===== config.mk =====
export PLATFORM = sky130hd
export DESIGN_NAME = multicycle_ctrl_flat
export DESIGN_NICKNAME = d
export VERILOG_FILES = /design/src/rtl/multicycle_ctrl_if.sv /design/src/rtl/multicycle_ctrl.sv /design/src/flat_wrapper.sv
export SDC_FILE = /design/constraint.sdc
export NUM_CORES = 1
export LEC_CHECK = 0
export BUFFER_PORTS_ARGS = -buffer_cell sky130_fd_sc_hd__buf_2
export CORE_MARGIN = 3
export CORE_UTILIZATION = 50
export CTS_CLUSTER_SIZE = 10
export DETAILED_ROUTE_END_ITERATION = 7
export PLACE_DENSITY = 0.8
export REMOVE_ABC_BUFFERS = 1
export SYNTH_ARGS = -nofsm -noshare
export SYNTH_HDL_FRONTEND = slang
export SYNTH_SLANG_ARGS = --single-unit

===== constraint.sdc =====
create_clock -name clk -period 2.1 [get_ports clk]
set_input_delay 0.315 -clock clk [delete_from_list [all_inputs] [get_ports clk]]
set_output_delay 0.315 -clock clk [all_outputs]
set_load 0.005 [all_outputs]

===== src/rtl/multicycle_ctrl_if.sv =====
// Control/status bundle between the multicycle sequencer and the
// RV32I datapath plus shared memory port.
interface multicycle_ctrl_if #(
  parameter int CNT_W = 32
);
  logic [6:0]       opcode;
  logic [2:0]       funct3;
  logic             alu_zero;
  logic             mem_ready;
  logic             mem_req;
  logic             mem_we;
  logic             mem_addr_sel;
  logic             ir_we;
  logic             pc_we;
  logic             pc_src;
  logic [1:0]       alu_src_a;
  logic [1:0]       alu_src_b;
  logic [1:0]       alu_op;
  logic             reg_we;
  logic             mem_to_reg;
  logic             retire;
  logic             halted;
  logic [CNT_W-1:0] instr_count;
  logic [2:0]       state_dbg;

  modport master (
    input  opcode, funct3, alu_zero, mem_ready,
    output mem_req, mem_we, mem_addr_sel,
    output ir_we, pc_we, pc_src,
    output alu_src_a, alu_src_b, alu_op,
    output reg_we, mem_to_reg,
    output retire, halted, instr_count, state_dbg
  );

  modport slave (
    output opcode, funct3, alu_zero, mem_ready,
    input  mem_req, mem_we, mem_addr_sel,
    input  ir_we, pc_we, pc_src,
    input  alu_src_a, alu_src_b, alu_op,
    input  reg_we, mem_to_reg,
    input  retire, halted, instr_count, state_dbg
  );
endinterface


===== src/rtl/multicycle_ctrl.sv =====
// Multicycle RV32I control sequencer: FETCH/DECODE/EXEC/MEM/WB/BRANCH
// with memory ready handshake, HALT on bad opcodes, retire counter.
module multicycle_ctrl #(
  parameter int CNT_W = 32
) (
  input logic               clk,
  input logic               reset_n,
  multicycle_ctrl_if.master bus
);

  localparam logic [6:0] OP_R  = 7'b0110011;
  localparam logic [6:0] OP_I  = 7'b0010011;
  localparam logic [6:0] OP_LD = 7'b0000011;
  localparam logic [6:0] OP_ST = 7'b0100011;
  localparam logic [6:0] OP_BR = 7'b1100011;

  typedef enum logic [2:0] {
    S_FETCH  = 3'd0,
    S_DECODE = 3'd1,
    S_EXEC   = 3'd2,
    S_MEM    = 3'd3,
    S_WB     = 3'd4,
    S_BRANCH = 3'd5,
    S_HALT   = 3'd6
  } state_e;

  typedef enum logic [2:0] {
    C_R, C_I, C_LD, C_ST, C_BR, C_BAD
  } cls_e;

  state_e           state_q, state_d;
  logic [CNT_W-1:0] cnt_q, cnt_d;
  cls_e             cls;
  logic             taken;

  logic       req, we, asel;
  logic       irwe, pcwe, pcsrc;
  logic [1:0] sa, sb, op;
  logic       rwe, m2r, ret;

  always_comb begin
    cls = C_BAD;
    unique case (1'b1)
      (bus.opcode == OP_R):  cls = C_R;
      (bus.opcode == OP_I):  cls = C_I;
      (bus.opcode == OP_LD): cls = C_LD;
      (bus.opcode == OP_ST): cls = C_ST;
      (bus.opcode == OP_BR): cls = C_BR;
      default:               cls = C_BAD;
    endcase
  end

  always_comb begin
    taken = 1'b0;
    unique case (bus.funct3)
      3'b000:  taken = bus.alu_zero;
      3'b001:  taken = ~bus.alu_zero;
      default: taken = 1'b0;
    endcase
  end

  always_comb begin
    state_d = state_q;
    req     = 1'b0;
    we      = 1'b0;
    asel    = 1'b0;
    irwe    = 1'b0;
    pcwe    = 1'b0;
    pcsrc   = 1'b0;
    sa      = 2'b00;
    sb      = 2'b00;
    op      = 2'b00;
    rwe     = 1'b0;
    m2r     = 1'b0;
    ret     = 1'b0;
    unique case (state_q)
      S_FETCH: begin
        req = 1'b1;
        sb  = 2'b01;
        if (bus.mem_ready) begin
          irwe    = 1'b1;
          pcwe    = 1'b1;
          state_d = S_DECODE;
        end
      end
      S_DECODE: begin
        sa = 2'b01;
        sb = 2'b10;
        unique case (cls)
          C_R, C_I, C_LD, C_ST: state_d = S_EXEC;
          C_BR:                 state_d = S_BRANCH;
          default:              state_d = S_HALT;
        endcase
      end
      S_EXEC: begin
        sa = 2'b10;
        sb = (cls == C_R) ? 2'b00 : 2'b10;
        op = (cls == C_R || cls == C_I) ? 2'b10 : 2'b00;
        state_d = (cls == C_LD || cls == C_ST) ? S_MEM : S_WB;
      end
      S_MEM: begin
        req  = 1'b1;
        asel = 1'b1;
        we   = (cls == C_ST);
        if (bus.mem_ready) begin
          ret     = (cls == C_ST);
          state_d = (cls == C_ST) ? S_FETCH : S_WB;
        end
      end
      S_WB: begin
        rwe     = 1'b1;
        m2r     = (cls == C_LD);
        ret     = 1'b1;
        state_d = S_FETCH;
      end
      S_BRANCH: begin
        sa      = 2'b10;
        op      = 2'b01;
        pcwe    = taken;
        pcsrc   = taken;
        ret     = 1'b1;
        state_d = S_FETCH;
      end
      S_HALT:  state_d = S_HALT;
      default: state_d = S_HALT;
    endcase
    // Reset in flight kills any pending access or write immediately
    if (!reset_n) begin
      req   = 1'b0;
      we    = 1'b0;
      asel  = 1'b0;
      irwe  = 1'b0;
      pcwe  = 1'b0;
      pcsrc = 1'b0;
      sa    = 2'b00;
      sb    = 2'b00;
      op    = 2'b00;
      rwe   = 1'b0;
      m2r   = 1'b0;
      ret   = 1'b0;
    end
  end

  always_comb begin
    cnt_d = cnt_q;
    if (ret) cnt_d = cnt_q + CNT_W'(1);
  end

  always_ff @(posedge clk or negedge reset_n) begin
    if (!reset_n) begin
      state_q <= S_FETCH;
      cnt_q   <= '0;
    end else begin
      state_q <= state_d;
      cnt_q   <= cnt_d;
    end
  end

  assign bus.mem_req      = req;
  assign bus.mem_we       = we;
  assign bus.mem_addr_sel = asel;
  assign bus.ir_we        = irwe;
  assign bus.pc_we        = pcwe;
  assign bus.pc_src       = pcsrc;
  assign bus.alu_src_a    = sa;
  assign bus.alu_src_b    = sb;
  assign bus.alu_op       = op;
  assign bus.reg_we       = rwe;
  assign bus.mem_to_reg   = m2r;
  assign bus.retire       = ret;
  assign bus.halted       = (state_q == S_HALT);
  assign bus.instr_count  = cnt_q;
  assign bus.state_dbg    = state_q;

endmodule


===== src/flat_wrapper.sv =====
// flat-port wrapper written by rule: the top's interface ports become plain ports
module multicycle_ctrl_flat 
#(
  parameter int CNT_W = 32
)
  (clk, reset_n, bus_opcode, bus_funct3, bus_alu_zero, bus_mem_ready, bus_mem_req, bus_mem_we, bus_mem_addr_sel, bus_ir_we, bus_pc_we, bus_pc_src, bus_alu_src_a, bus_alu_src_b, bus_alu_op, bus_reg_we, bus_mem_to_reg, bus_retire, bus_halted, bus_instr_count, bus_state_dbg);
  multicycle_ctrl_if #(.CNT_W(CNT_W)) bus_i ();
  input logic clk;
  input logic reset_n;
  input wire logic [$bits(bus_i.opcode)-1:0] bus_opcode;
  input wire logic [$bits(bus_i.funct3)-1:0] bus_funct3;
  input wire logic [$bits(bus_i.alu_zero)-1:0] bus_alu_zero;
  input wire logic [$bits(bus_i.mem_ready)-1:0] bus_mem_ready;
  output wire logic [$bits(bus_i.mem_req)-1:0] bus_mem_req;
  output wire logic [$bits(bus_i.mem_we)-1:0] bus_mem_we;
  output wire logic [$bits(bus_i.mem_addr_sel)-1:0] bus_mem_addr_sel;
  output wire logic [$bits(bus_i.ir_we)-1:0] bus_ir_we;
  output wire logic [$bits(bus_i.pc_we)-1:0] bus_pc_we;
  output wire logic [$bits(bus_i.pc_src)-1:0] bus_pc_src;
  output wire logic [$bits(bus_i.alu_src_a)-1:0] bus_alu_src_a;
  output wire logic [$bits(bus_i.alu_src_b)-1:0] bus_alu_src_b;
  output wire logic [$bits(bus_i.alu_op)-1:0] bus_alu_op;
  output wire logic [$bits(bus_i.reg_we)-1:0] bus_reg_we;
  output wire logic [$bits(bus_i.mem_to_reg)-1:0] bus_mem_to_reg;
  output wire logic [$bits(bus_i.retire)-1:0] bus_retire;
  output wire logic [$bits(bus_i.halted)-1:0] bus_halted;
  output wire logic [$bits(bus_i.instr_count)-1:0] bus_instr_count;
  output wire logic [$bits(bus_i.state_dbg)-1:0] bus_state_dbg;
  assign bus_i.opcode = bus_opcode;
  assign bus_i.funct3 = bus_funct3;
  assign bus_i.alu_zero = bus_alu_zero;
  assign bus_i.mem_ready = bus_mem_ready;
  assign bus_mem_req = bus_i.mem_req;
  assign bus_mem_we = bus_i.mem_we;
  assign bus_mem_addr_sel = bus_i.mem_addr_sel;
  assign bus_ir_we = bus_i.ir_we;
  assign bus_pc_we = bus_i.pc_we;
  assign bus_pc_src = bus_i.pc_src;
  assign bus_alu_src_a = bus_i.alu_src_a;
  assign bus_alu_src_b = bus_i.alu_src_b;
  assign bus_alu_op = bus_i.alu_op;
  assign bus_reg_we = bus_i.reg_we;
  assign bus_mem_to_reg = bus_i.mem_to_reg;
  assign bus_retire = bus_i.retire;
  assign bus_halted = bus_i.halted;
  assign bus_instr_count = bus_i.instr_count;
  assign bus_state_dbg = bus_i.state_dbg;
  multicycle_ctrl #(.CNT_W(CNT_W)) u_core (.clk(clk), .reset_n(reset_n), .bus(bus_i));
endmodule

# After elaboration in Yosys (flattened, before gate mapping)
# Cells that the tools add are included.
[word_totals]
ramBits = 0
latch_bits = 0
romBits = 0
elab_cells = 68
input_bits = 14
register_bits = 35
out_inout_bits = 51
n_memories = 0
[classes]
n_reduce_logical = 10
n_bitwise = 1
muxes = 36
n_addsub = 1
multipliers = 0
magnitude_cmp = 0
shifts = 0
eq_ne = 18
div_mod_pow = 0
[ops]
columns = ["op", "n"]
rows = [
  ["32-bit by 1-bit adder with 32-bit output, second input constant", 1],
  ["3-bit case mux with 5 select lines", 2],
  ["1-bit two-way mux", 18],
  ["7-bit by 6-bit == test with 1-bit output, second input constant", 2],
  ["3-bit by 2-bit == test with 1-bit output, second input constant", 4],
  ["3-bit == test, second input constant", 4],
  ["3-bit two-way mux", 4],
  ["2-bit two-way mux", 5],
  ["3-bit by 1-bit == test with 1-bit output, second input constant", 3],
  ["3-bit logical NOT", 3],
  ["2-bit case mux with 2 select lines", 2],
  ["7-bit by 2-bit == test with 1-bit output, second input constant", 1],
  ["7-bit by 5-bit == test with 1-bit output, second input constant", 1],
  ["7-bit == test, second input constant", 1],
  ["1-bit case mux with 2 select lines", 3],
  ["2-bit case mux with 3 select lines", 1],
  ["3-bit case mux with 2 select lines", 1],
  ["2-bit OR reduction", 3],
  ["2-bit != test, second input constant", 2],
  ["4-bit OR reduction", 1],
  ["1-bit logical OR", 2],
  ["2-bit AND reduction", 1],
  ["1-bit inverter", 1],
]

# Logic depth before layout (Yosys ltp)
[logic_depth]
depth_word = 7
depth_mapped = 7
depth_no_buf = 5

# Worst setup path after synthesis
# OpenSTA, ideal clock, no wires.
[synth_path]
path_kind = "input-to-reg"
startpoint = "input port bus_opcode[2]"
endpoint = "register u_core.cnt_q[24], in the netlist u_core.bus.instr_count[24]"
setup_ps = 125
arrival_ps = 1589
cell_stages = 6
path_slack_ps = 386
cell_sequence = "nand4bb_4 -> nand2b_4 -> o41ai_4 -> buf_6 -> nand3_1 -> xnor2_1"
[synth_between]
elab_chain_len = 6
word_cells_on_any_way = 10
[synth_rtl]
columns = ["element", "line_no", "rtl"]
rows = [
  ["start, declared", "flat_wrapper.sv:10", "input wire logic [$bits(bus_i.opcode)-1:0] bus_opcode;"],
  ["7-bit == test (tied with other cells)", "multicycle_ctrl.sv:48", "(bus.opcode == OP_BR): cls = C_BR;"],
  ["3-bit case mux with 5 select lines (*)", "multicycle_ctrl.sv:43", "unique case (1'b1)"],
  ["3-bit by 2-bit == test with 1-bit output (*)", "multicycle_ctrl.sv:106", "ret = (cls == C_ST);"],
  ["1-bit two-way mux (*)", "multicycle_ctrl.sv:105", "if (bus.mem_ready) begin"],
  ["1-bit case mux with 2 select lines (*)", "multicycle_ctrl.sv:76", "unique case (state_q)"],
  ["1-bit two-way mux (*)", "multicycle_ctrl.sv:128", "if (!reset_n) begin"],
  ["end signal, assigned", "multicycle_ctrl.sv:155", "cnt_q <= cnt_d;"],
  ["end, declared", "multicycle_ctrl.sv:32", "logic [CNT_W-1:0] cnt_q, cnt_d;"],
]
# Mark *: on every way between the ends. The rest lies on a longest branch, timed or not.
# A chain may end at the register's enable or synchronous reset.

# Worst setup path in the final report
[layout_path]
startpoint = "register u_core.state_q[1], in the netlist u_core.bus.state_dbg[1]"
endpoint = "output port bus_pc_we"
[layout_between]
elab_chain_len = 3
word_cells_on_any_way = 4
[layout_rtl]
columns = ["element", "line_no", "rtl"]
rows = [
  ["start, declared", "multicycle_ctrl.sv:31", "state_e state_q, state_d;"],
  ["start signal, assigned", "multicycle_ctrl.sv:154", "state_q <= state_d;"],
  ["3-bit == test or 3-bit logical NOT (tied branches)", "multicycle_ctrl.sv:76", ""],
  ["1-bit case mux with 2 select lines (*)", "multicycle_ctrl.sv:76", ""],
  ["1-bit two-way mux (*)", "multicycle_ctrl.sv:128", ""],
  ["end, declared", "flat_wrapper.sv:18", "output wire logic [$bits(bus_i.pc_we)-1:0] bus_pc_we;"],
]
# Marked as above.

==> flow_summary.toml <==
[layout]
num_antenna_cells = 0
finalNonFillerCells = 308
nFillCells = 302
multi_input_area_um2 = 995
nets = 276
seqCellArea_um2 = 877
syn_to_final_growth_pct = 25.3
drive_gt1_share_pct = 34.4

[die]
ios = 65
rows = 21
core_area_mm2 = 0.00352
die_w_um = 67.9
dieHeight_um = 67.9
start_util_pct = 54.4
fp.dieArea_mm2 = 0.00461

[clock_network]
numCtsBuffers = 5
htreeDepth = 2
cts.sinks = 35
clk_pin_slew_ns = 0.06
root_buffer = "clkbuf_8"
cts_tree = "yes"
clockBufferDepth = 2
postCtsSetupRepairBufs = 0
clock_latency_ns = 0.29

[detailed_routing]
firstDrtPassIters = 4
wl_per_cell_um = 14.4
vias = 1688
viasPerCell = 5.48
ant_nets = 0
drcViolationCount = 0
totalWireLength_um = 4430
drt_iter0_markers = 121

[sta]
worst_slew_pin_slew_ns = 0.444
fin_worst_skew_ns = 0.00470
finalSetupViolCount = 0
fmax_mhz = 519
period_share_pct = 91.7
slew_headroom_pct = 70.1
timing_hold_violations_final = 0
rsz0062_at_grt = "no"
tns_ns = 0
slew_violations = 0
fin_crit_ns = 1.93

[critical_path]
cpMaxStageDelayCell = "dfrtp_1"
worstPathRequired_ns = 1.78
critPathMaxFanout = 6
critPathCaptureType = "primary output"
crit_path_cell_trace = "and3b_2 > nand2_1 > nor4_2 > or2_2 > buf_2"
critPathKind = "reg2out"
cp.arrival_ns = 1.61
startpoint_type = "flop"
max_stage_delay_ns = 0.41

[yosys]
netlist_area_mm2 = 0.00191
ys_types = 37
synth_top_cell_area_share_pct = 45.8
ys_seq_area_share_pct = 45.8
synthTopCellsByArea = "dfrtp_1 46%, xnor2_1 13%, nand3_1 4.4%"
synth_edf_count = 0
synth_ff_type = "dfrtp_1"
syn-instance-count = 190
synth_top_cell_by_area = "dfrtp_1"
syn_avg_cell_area_um2 = 10.1
synth_seq_cells = 35
async_flop_share_pct = 100
yosys_warnings = 0

[placement]
globalplace.congestion = 0.793
dp_cells = 300
io_buffers = 64
dp_hpwl_um = 3260

[min_path]
worstHoldPathType = "in2async"

[grt]
antenna_found_initial = 0
grt_pass1_vias = 1552
grt.overflow.total = 0
track_usage_pct = 21.7
grt_max_degree = 36
grt_pass1_wl_um = 7300

[pwr]
clockPowerShare_pct = 25.5
p_per_area_mw_per_mm2 = 767
internal-power_mw = 1.23
switchingPower_mw = 0.613
seqPwrFrac_pct = 46.1
p_sw_share_pct = 33.3
combPwrFrac_pct = 28.4
leakagePower_nw = 1.23
max-vdd-ir-drop_v = 0.000474

[run_status]
status = "finished clean"

[run]
maxCapViolations = 0
## sequential cells by signal, summed over array words and instances, names as in the netlist
register                flops
u_core.bus.instr_count     32
u_core.bus.state_dbg        3
## worst paths after layout
check                                                        from  cells past startpoint  slack, ns                                     end
max in group asynchronous                                 reset_n                      2       1.64     u_core.bus.state_dbg[2]$_DFFE_PN0P_
max reg2reg                   u_core.bus.state_dbg[2]$_DFFE_PN0P_                      5       0.26   u_core.bus.instr_count[5]$_DFFE_PN0P_
min reg2reg                u_core.bus.instr_count[31]$_DFFE_PN0P_                      1       0.47  u_core.bus.instr_count[31]$_DFFE_PN0P_
min                                                       reset_n                      2       0.14     u_core.bus.state_dbg[2]$_DFFE_PN0P_
max                           u_core.bus.state_dbg[1]$_DFFE_PN0P_                      5       0.17                               bus_pc_we
min in group clk                                    bus_opcode[4]                      4       0.41     u_core.bus.state_dbg[0]$_DFFE_PN0P_
## placed cells by master, fill, tap and decap left out, types with 2 or more instances in the layout
master,n
buf_2,64
dfrtp_1,34
xnor2_1,29
nand2_1,20
nand3_1,17
nand4_1,11
nor3_1,7
inv_1,6
nor2_1,6
nor4_1,6
buf_4,6
and3_1,5
o21ai_0,5
clkbuf_8,5
nand2b_1,3
a21oi_1,3
and2_1,3
xor2_1,3
a31o_2,2
nor4_2,2
and4_1,2
clkbuf_1,2
## layout make-up
| cell class | instances | area share (%) |
|---|---|---|
| multi-input combinational | 143 | 41.5 |
| timing repair buffer | 70 | 15.2 |
| tap | 46 | 2.40 |
| sequential | 35 | 36.6 |
| clock buffer | 7 | 3.18 |
| clock inverter | 1 | 0.209 |
| inverter | 6 | 0.939 |
## through the flow
step	worst slack (ns)	total power [mW]	utilization [%]	area, um2	hold slack (ns)
floorplan	0.278	1.13	-	1870	0.0194
global placement	0.296	1.36	65.2	2300	0.456
detailed placement	0.237	1.38	65.2	2300	0.463
CTS	0.0243	1.85	67.6	2380	0.156
global route	0.0348	1.97	68.1	2400	0.168
finish	0.174	1.84	68.1	2400	0.142
## per-layer routing
| layer | vias up | track usage, % | part of all wire (%) |
|---|---|---|---|
| met2 | 50 | 34.1 | 50 |
| met1 | 819 | 28.3 | 42 |
| met3 | 5 | 6.90 | 6.1 |
| met5 | - | 0 | 0 |
| met4 | 0 | 7.69 | 1.4 |
| li1 | 814 | - | - |
## power by group through the flow
stage                     clock (mW)  sequential, mW  combinational, mW
after floorplan                    0           0.872              0.260
after global placement             0           0.849              0.512
after detailed placement           0           0.854              0.521
after CTS                      0.480           0.844              0.522
after global routing           0.520           0.864              0.581
final                          0.470           0.848              0.523
## repair_timing
action                                  CTS  global route
gates resized for setup                   0             5
hold buffers                              0             0
endpoints found under the setup margin    0             5
## cell usage after synthesis (2+ instances only)
| master | instances |
|---|---|
| nand2b_1 | 3 |
| a31o_2 | 2 |
| dfrtp_1 | 35 |
| a21oi_1 | 3 |
| and3_1 | 5 |
| and3b_1 | 2 |
| clkbuf_1 | 2 |
| xnor2_1 | 29 |
| inv_1 | 6 |
| nor4_1 | 8 |
| nor3_1 | 8 |
| nor2_1 | 6 |
| nand3_1 | 17 |
| buf_2 | 2 |
| and2_1 | 3 |
| buf_6 | 2 |
| nand4_1 | 11 |
| nand2_1 | 20 |
| and4_1 | 2 |
| o21ai_0 | 5 |
| xor2_1 | 3 |
## worst max-delay path, delay by kind of cell, from the launching register on
family	cells	cell delay, ns
buf+inv	1	0.10
flops	1	0.41
simple gates	4	0.81
## cell families after synthesis
family	synth area share [%]
AOI/OAI and AO/OA	5.62
xor gates and xnor gates	14.6
buffers and inverters	3.27
and+or+nand+nor	29.0
DFF	45.8
adders and majority gates	0.653
muxes	1.11
Note: power is estimated with default switching activity, not from simulation.
